**src/rtl/beam_sort_pkg.sv**
```systemverilog
// -----------------------------------------------------------------------------
// beam_sort_pkg
// Shared types and constants for the beam top-K selector.
//   beam_ent_t : one sorted-list entry {vld, pwr, idx}
//   state_t    : selector FSM states
//   IDX_W      : beam index width (codebook depth up to 256)
//   ENT_PWR_W  : power width stored in a list entry (widest supported PWR_W)
// -----------------------------------------------------------------------------
package beam_sort_pkg;

    localparam int IDX_W     = 8;
    localparam int ENT_PWR_W = 32;

    typedef struct packed {
        logic                 vld;
        logic [ENT_PWR_W-1:0] pwr;
        logic [IDX_W-1:0]     idx;
    } beam_ent_t;

    typedef enum logic [1:0] {
        IDLE    = 2'd0,
        COLLECT = 2'd1,
        EMIT    = 2'd2
    } state_t;

    // A slot ranks at or above a new sample when it is valid and its power is
    // not smaller. Equality counts as "above" so earlier arrivals win ties.
    function automatic logic ent_ge(input beam_ent_t e, input logic [ENT_PWR_W-1:0] p);
        return e.vld && (e.pwr >= p);
    endfunction

endpackage

```
**src/rtl/beam_sort_slot.sv**
```systemverilog
// -----------------------------------------------------------------------------
// beam_sort_slot
// One position of the parallel-compare insertion list.
// Ports:
//   i_clk, i_reset   : clock, synchronous active-low reset
//   i_clr            : empty the slot (end of RBG)
//   i_ins            : a new sample is being inserted into the list
//   i_new            : the new entry
//   i_up_ent/i_up_ge : entry and compare flag of the slot above
//   o_ent            : current slot contents
//   o_ge             : this slot ranks at or above the new sample
// -----------------------------------------------------------------------------
module beam_sort_slot
    import beam_sort_pkg::*;
(
    input  logic      i_clk,
    input  logic      i_reset,
    input  logic      i_clr,
    input  logic      i_ins,
    input  beam_ent_t i_new,
    input  beam_ent_t i_up_ent,
    input  logic      i_up_ge,
    output beam_ent_t o_ent,
    output logic      o_ge
);

    beam_ent_t ent_q, ent_d;

    assign o_ge  = ent_ge(ent_q, i_new.pwr);
    assign o_ent = ent_q;

    // The ge flags down the list form a run of 1s then 0s. The first slot
    // whose flag is 0 (upper flag 1) takes the new entry; slots below it take
    // their upper neighbour, which shifts the tail down by one.
    always_comb begin
        ent_d = ent_q;
        if (i_clr) begin
            ent_d = '0;
        end else if (i_ins && !o_ge) begin
            ent_d = i_up_ge ? i_new : i_up_ent;
        end
    end

    always_ff @(posedge i_clk) begin
        if (!i_reset) begin
            ent_q <= '0;
        end else begin
            ent_q <= ent_d;
        end
    end

endmodule

```
**src/rtl/beam_topk_sel.sv**
```systemverilog
// -----------------------------------------------------------------------------
// beam_topk_sel
// Keeps a running top-BEAM list of beam powers per RBG and, at the end of the
// RBG, emits the BEAM strongest beam indices (strongest first) with a one-cycle
// load strobe for the codeword selection stage.
// Ports:
//   i_clk, i_reset  : clock, synchronous active-low reset
//   i_enable        : low freezes all state and drops o_ready
//   i_pwr_vld/data/last : beam-power stream; beam index = arrival order
//   o_ready         : sample accepted on i_pwr_vld & o_ready
//   o_beam_idx      : sorted indices, entry 0 strongest; held between strobes
//   o_rbg_load      : one-cycle strobe, o_beam_idx new on this cycle
//   o_len_err       : pulses with o_rbg_load when RBG length != BEAMS
//   o_beam_pwr      : sorted powers (only with BEAM_PWR_OUT_EN defined)
// Build option: define BEAM_PWR_OUT_EN to add o_beam_pwr.
// PWR_W must not exceed ENT_PWR_W.
// -----------------------------------------------------------------------------
module beam_topk_sel
    import beam_sort_pkg::*;
#(
    parameter int BEAMS = 64,
    parameter int BEAM  = 16,
    parameter int PWR_W = 32
) (
    input  logic                         i_clk,
    input  logic                         i_reset,
    input  logic                         i_enable,
    input  logic                         i_pwr_vld,
    input  logic [PWR_W-1:0]             i_pwr_data,
    input  logic                         i_pwr_last,
    output logic                         o_ready,
    output logic [BEAM-1:0][IDX_W-1:0]   o_beam_idx,
    output logic                         o_rbg_load,
    output logic                         o_len_err
`ifdef BEAM_PWR_OUT_EN
    ,
    output logic [BEAM-1:0][PWR_W-1:0]   o_beam_pwr
`endif
);

    // cnt never exceeds BEAMS-1: that sample always terminates the RBG.
    localparam int CNT_W = (BEAMS > 1) ? $clog2(BEAMS) : 1;

    state_t                     state_q;
    logic [CNT_W-1:0]           cnt_q;
    logic                       err_pend_q;
    logic                       rbg_load_q;
    logic                       len_err_q;
    logic [BEAM-1:0][IDX_W-1:0] beam_idx_q;
`ifdef BEAM_PWR_OUT_EN
    logic [BEAM-1:0][PWR_W-1:0] beam_pwr_q;
`endif

    beam_ent_t   new_ent;
    beam_ent_t   slot_ent [BEAM];
    beam_ent_t   up_ent   [BEAM];
    logic        up_ge    [BEAM];
    logic [BEAM-1:0] ge;

    logic accept, ins, clr, last_cnt, term, len_bad, list_full_above;

    assign o_ready  = i_reset & i_enable & (state_q != EMIT);
    assign accept   = i_pwr_vld & o_ready;
    assign last_cnt = (cnt_q == CNT_W'(BEAMS - 1));
    assign term     = i_pwr_last | last_cnt;
    // Exactly one of "last flag" and "count reached BEAMS-1" is a length error.
    assign len_bad  = i_pwr_last ^ last_cnt;

    // When every slot ranks at or above the sample it is dropped; skip the
    // list update entirely in that case.
    assign list_full_above = &ge;
    assign ins = accept & ~list_full_above;
    // The list empties on the edge that copies it to the outputs.
    assign clr = i_enable & (state_q == EMIT);

    always_comb begin
        new_ent     = '0;
        new_ent.vld = 1'b1;
        new_ent.pwr = ENT_PWR_W'(i_pwr_data);
        new_ent.idx = IDX_W'(cnt_q);
    end

    for (genvar k = 0; k < BEAM; k++) begin : g_slot
        if (k == 0) begin : g_head
            // The head has no upper neighbour; a sample that beats it lands here.
            assign up_ent[k] = '0;
            assign up_ge[k]  = 1'b1;
        end else begin : g_body
            assign up_ent[k] = slot_ent[k-1];
            assign up_ge[k]  = ge[k-1];
        end

        beam_sort_slot u_slot (
            .i_clk    (i_clk),
            .i_reset  (i_reset),
            .i_clr    (clr),
            .i_ins    (ins),
            .i_new    (new_ent),
            .i_up_ent (up_ent[k]),
            .i_up_ge  (up_ge[k]),
            .o_ent    (slot_ent[k]),
            .o_ge     (ge[k])
        );
    end

    always_ff @(posedge i_clk) begin
        if (!i_reset) begin
            state_q    <= IDLE;
            cnt_q      <= '0;
            err_pend_q <= 1'b0;
            rbg_load_q <= 1'b0;
            len_err_q  <= 1'b0;
            for (int i = 0; i < BEAM; i++) begin
                beam_idx_q[i] <= IDX_W'(i);
            end
`ifdef BEAM_PWR_OUT_EN
            beam_pwr_q <= '0;
`endif
        end else begin
            // Strobes are single-cycle and never stretched by i_enable.
            rbg_load_q <= 1'b0;
            len_err_q  <= 1'b0;
            if (i_enable) begin
                case (state_q)
                    IDLE, COLLECT: begin
                        if (accept) begin
                            cnt_q <= cnt_q + 1'b1;
                            if (term) begin
                                state_q    <= EMIT;
                                err_pend_q <= len_bad;
                            end else begin
                                state_q <= COLLECT;
                            end
                        end
                    end
                    EMIT: begin
                        state_q    <= IDLE;
                        cnt_q      <= '0;
                        rbg_load_q <= 1'b1;
                        len_err_q  <= err_pend_q;
                        err_pend_q <= 1'b0;
                        // Unfilled slots fall back to the consumer's default map.
                        for (int i = 0; i < BEAM; i++) begin
                            beam_idx_q[i] <= slot_ent[i].vld ? slot_ent[i].idx : IDX_W'(i);
`ifdef BEAM_PWR_OUT_EN
                            beam_pwr_q[i] <= slot_ent[i].vld ? slot_ent[i].pwr[PWR_W-1:0] : '0;
`endif
                        end
                    end
                    default: state_q <= IDLE;
                endcase
            end
        end
    end

    assign o_beam_idx = beam_idx_q;
    assign o_rbg_load = rbg_load_q;
    assign o_len_err  = len_err_q;
`ifdef BEAM_PWR_OUT_EN
    assign o_beam_pwr = beam_pwr_q;
`endif

endmodule

```
**config.mk**
```make
export PLATFORM = sky130hd
export DESIGN_NAME = beam_topk_sel
export DESIGN_NICKNAME = d
export VERILOG_FILES = /design/src/rtl/beam_sort_pkg.sv /design/src/rtl/beam_sort_slot.sv /design/src/rtl/beam_topk_sel.sv
export SDC_FILE = /design/constraint.sdc
export NUM_CORES = 2
export LEC_CHECK = 0
export BUFFER_PORTS_ARGS = -buffer_cell sky130_fd_sc_hd__buf_2
export CAP_MARGIN = 20
export CORE_MARGIN = 8
export CORE_UTILIZATION = 55
export CTS_CLUSTER_SIZE = 16
export DETAILED_ROUTE_END_ITERATION = 8
export PLACE_DENSITY = 0.72
export REMOVE_ABC_BUFFERS = 1
export SLEW_MARGIN = 20
export SYNTH_ARGS = -nofsm -noshare
export SYNTH_HDL_FRONTEND = slang
export SYNTH_HIERARCHICAL = 1
export SYNTH_SLANG_ARGS = --single-unit
```
**constraint.sdc**
```tcl
create_clock -name i_clk -period 9.72 [get_ports i_clk]
set_clock_uncertainty 0.15 [all_clocks]
set_input_delay 0.972 -clock i_clk [delete_from_list [all_inputs] [get_ports i_clk]]
set_output_delay 0.972 -clock i_clk [all_outputs]
set_load 0.01 [all_outputs]
```
==> run metrics <==
fin crit share=61.3%; final HPWL from detailed placement=103000 um; Chip Width=328 um; Vias=42.6k; mux cell area share after synthesis=12.3%; number of global-route vias before repair=42.1k; most common cell after layout, fill and taps aside=sky130_fd_sc_hd__a21oi_1; CTS buffer count=89; clk_lat worst skew=0.67 ns; row count=114; Hold WC Path Type=flip-flop to flip-flop; run status=complete, no violations; CTS Buffer Depth=3; buffers inserted during post-CTS setup optimization=0; GRT Util Overall=26.1%; RSZ-0062 raised after global routing=false; max_slew headroom=24.0%; Final Util=59.2%; pin slew with the least headroom to its limit=1.11 ns; number of resized instances in the post-cts repair step=0; root buffer cell=sky130_fd_sc_hd__clkbuf_16; clock-pin slew reported for the worst setup and hold paths after clock tree synthesis=0.06 ns; number of nets at the end of the flow=6138; ordered list of cells on the worst path=buf_2, buf_4, inv_1, ha_1, and4_1, nand4_1, nor2_1, o41ai_4, buf_4, nand2_2, buf_4, nand4_1, nor4_1, nor2_4, buf_12, and3_2, buf_4, a211oi_2; DIE AREA=107000 um2; number of enable flip-flop cells after synthesis=0; fraction of the mapped netlist area in simple logic gates=7.50%; compound-gate portion of the synthesized area=28.3%; Sinks on Clock Net=795; crit path time final=5.96 ns; fraction of the yosys area taken by sequential cells=29.8%; WP data required=10.15 ns; standard cell area after detailed placement=54100 um2; start-to-end type of the worst setup path=primary input to flip-flop; number of buffer and inverter stages on the critical path=7; global-route wire length before repair=231000 um; final RePlAce weighted congestion=0.896; XOR/XNOR share of the synthesized area=0%; largest net degree at the start of global routing=81; post-route cell area=57100 um2; Avg Inst Size Synth=9.63 um2; initial antenna violation count=9; area grow syn2layout=6.89%; Placeable Area=96400 um2; total congestion overflow after global routing=0; CP most frequent cell=sky130_fd_sc_hd__buf_4; CTS tree=built; violation count after the first detailed-routing iteration=3033; reported leakage power=21.7 nW; crit path capture type=flip-flop; Detail Route Antenna Nets=0; cell with the largest stage delay on the worst path=sky130_fd_sc_hd__buf_4; P per Cell Area=143 nW/um2; average detailed-routed wire length per instance=21.2 um; top cell family by delay on the critical path=buffers and inverters; kind of launch point of the worst setup path=primary input; Final Hold Vio Count=0; Post-Synthesis Cells=5547; Initial Utilization=55.4%; highest-count cells in the layout ignoring fill and taps=851 x sky130_fd_sc_hd__a21oi_1, 794 x sky130_fd_sc_hd__dfxtp_1, 656 x sky130_fd_sc_hd__mux2i_1; final setup fails=0; post-synthesis instance area=53400 um2; routed wire length=147000 um; TritonRoute pass-1 iters=6; CP peak stage delay=0.57 ns; Die Ht=328 um; post-synthesis sequential element count=795; hold-fix buffers at CTS=0; most instantiated flip-flop cell in the synthesis netlist=sky130_fd_sc_hd__dfxtp_1; Buffers on Ports=167; Max Fclk=0.168 GHz; Synth Warn #=6; Max Cap Violations=0; fill cell count=8325; post-synthesis async set-or-reset flop share=0%; data arrival time of the critical path=6.39 ns; dominant combinational cell family by area after synthesis=compound AO/OA/AOI/OAI gates; post-detailed-route via-to-cell ratio=6.15; fraction of layout cells with a size suffix above 1=21.2%; count of boundary I/O pins=168; largest vdd supply drop=0.124 mV; H-tree levels=3; number of distinct standard cells referenced by the synthesized netlist=56; maximum fanout encountered on the critical timing path=64; share of synthesized cell area in full adder, half adder and majority cells=12.0%; fin. max-slew vios=0; number of design rule violations left after detail routing=0
-- power by group --
group          internal, mW  leakage, nW  switching, mW  total (mW)
sequential             3.40         6.47          0.153        3.55
clock                  2.01         1.44           1.42        3.43
combinational         0.433         13.8          0.741        1.17
-- area by class of cell --
type | instances | area (um2) | area share, %
diodes | 2 | 5.00 | 0.00877
clock buffers | 132 | 2610 | 4.57
clock inverters | 24 | 322 | 0.563
inverters | 547 | 2060 | 3.60
multi-input cells | 3874 | 32900 | 57.6
flip-flops and latches | 795 | 15900 | 27.9
well taps | 1276 | 1600 | 2.80
repair buffers | 280 | 1720 | 3.02
-- worst reg2reg max path, delay by kind of cell, from the launching register on --
kind | cells | cell delay, ns
buffers and inverters | 4 | 1.29
AOI/OAI and AO/OA | 6 | 1.29
and+or+nand+nor | 5 | 1.69
DFF | 1 | 0.38
adders and majority gates | 1 | 0.26
-- registers in the layout, indices dropped and copies added, names as in the netlist --
| register | cells |
|---|---|
| state_q | 2 |
| g_slot.u_slot/o_ent | 656 |
| o_beam_idx | 128 |
| err_pend_q | 1 |
| o_rbg_load | 1 |
| cnt_q | 6 |
| o_len_err | 1 |
-- cells in the mapped netlist (2+ instances only) --
master	number	area [um2]
sky130_fd_sc_hd__or3_1	16	100
sky130_fd_sc_hd__conb_1	2	7.51
sky130_fd_sc_hd__a21boi_0	92	691
sky130_fd_sc_hd__and3_1	20	125
sky130_fd_sc_hd__dlymetal6s2s_1	60	751
sky130_fd_sc_hd__a211oi_2	640	8010
sky130_fd_sc_hd__nor2_1	100	375
sky130_fd_sc_hd__clkbuf_1	230	863
sky130_fd_sc_hd__nor3_1	48	240
sky130_fd_sc_hd__a31oi_1	2	12.5
sky130_fd_sc_hd__o21ai_0	145	726
sky130_fd_sc_hd__and2b_1	2	15.0
sky130_fd_sc_hd__a21oi_1	851	4260
sky130_fd_sc_hd__a22o_1	16	140
sky130_fd_sc_hd__and4_1	48	420
sky130_fd_sc_hd__nand2_1	196	736
sky130_fd_sc_hd__buf_4	5	37.5
sky130_fd_sc_hd__and2_1	17	106
sky130_fd_sc_hd__ha_1	514	6430
sky130_fd_sc_hd__buf_1	18	67.6
sky130_fd_sc_hd__a221oi_2	16	240
sky130_fd_sc_hd__nor3b_1	32	240
sky130_fd_sc_hd__mux2i_1	656	6570
sky130_fd_sc_hd__buf_6	18	203
sky130_fd_sc_hd__nand3_1	133	666
sky130_fd_sc_hd__nand4_1	71	444
sky130_fd_sc_hd__a41o_2	15	169
sky130_fd_sc_hd__nand2b_1	18	113
sky130_fd_sc_hd__o21a_1	19	143
sky130_fd_sc_hd__buf_12	64	1280
sky130_fd_sc_hd__inv_1	546	2050
sky130_fd_sc_hd__nand4_2	15	188
sky130_fd_sc_hd__o41ai_2	16	260
sky130_fd_sc_hd__dfxtp_1	795	15900
sky130_fd_sc_hd__dlygate4sd1_1	4	35.0
sky130_fd_sc_hd__a211oi_1	16	120
sky130_fd_sc_hd__a21boi_1	6	45.0
sky130_fd_sc_hd__buf_2	20	100
sky130_fd_sc_hd__and3_2	17	128
sky130_fd_sc_hd__a21o_1	32	240
-- stage by stage --
step | setup TNS [ns] | instances | hold WS [ns] | power (mW) | setup WS [ns]
floorplan | -511.50 | 5216 | 0.281 | 4.39 | -0.800
global placement | 0 | 6771 | 0.284 | 4.73 | 2.80
detailed placement | 0 | 6771 | 0.293 | 4.77 | 3.24
CTS | 0 | 6927 | 0.302 | 8.20 | 3.90
global route | 0 | 6929 | 0.325 | 8.49 | 3.54
finish | 0 | 6930 | 0.298 | 8.16 | 3.76
-- routing by layer --
layer	GRT usage (%)	vias up	wire length, um
li1	-	20300	-
met4	11.1	2	6420
met3	3.51	397	6990
met5	0	-	8
met2	44.6	1105	70800
met1	32.8	20700	62600
-- cell families (layout without fill, tap and decap cells) --
kind of cell    count (synthesis)  after routing
compound gates               1871           1871
fa+ha+maj                     514            514
buf+inv                       966            983
flops                         795            795
mux                           656            656
other cells                     2             92
simple gates                  743            743
-- worst paths after layout --
kind	endpoint	slack, ns	depth (start not counted)	startpoint
setup / recovery	g_slot[5].u_slot/o_ent[11]	3.76	18	i_pwr_data[24]
hold / removal	o_beam_idx[65]	0.30	2	o_beam_idx[65]
setup reg to reg	g_slot[0].u_slot/o_ent[18]	4.55	16	g_slot[11].u_slot/o_ent[8]
hold reg to reg	o_beam_idx[65]	0.30	2	o_beam_idx[65]
(Power assumes the default switching activity.)
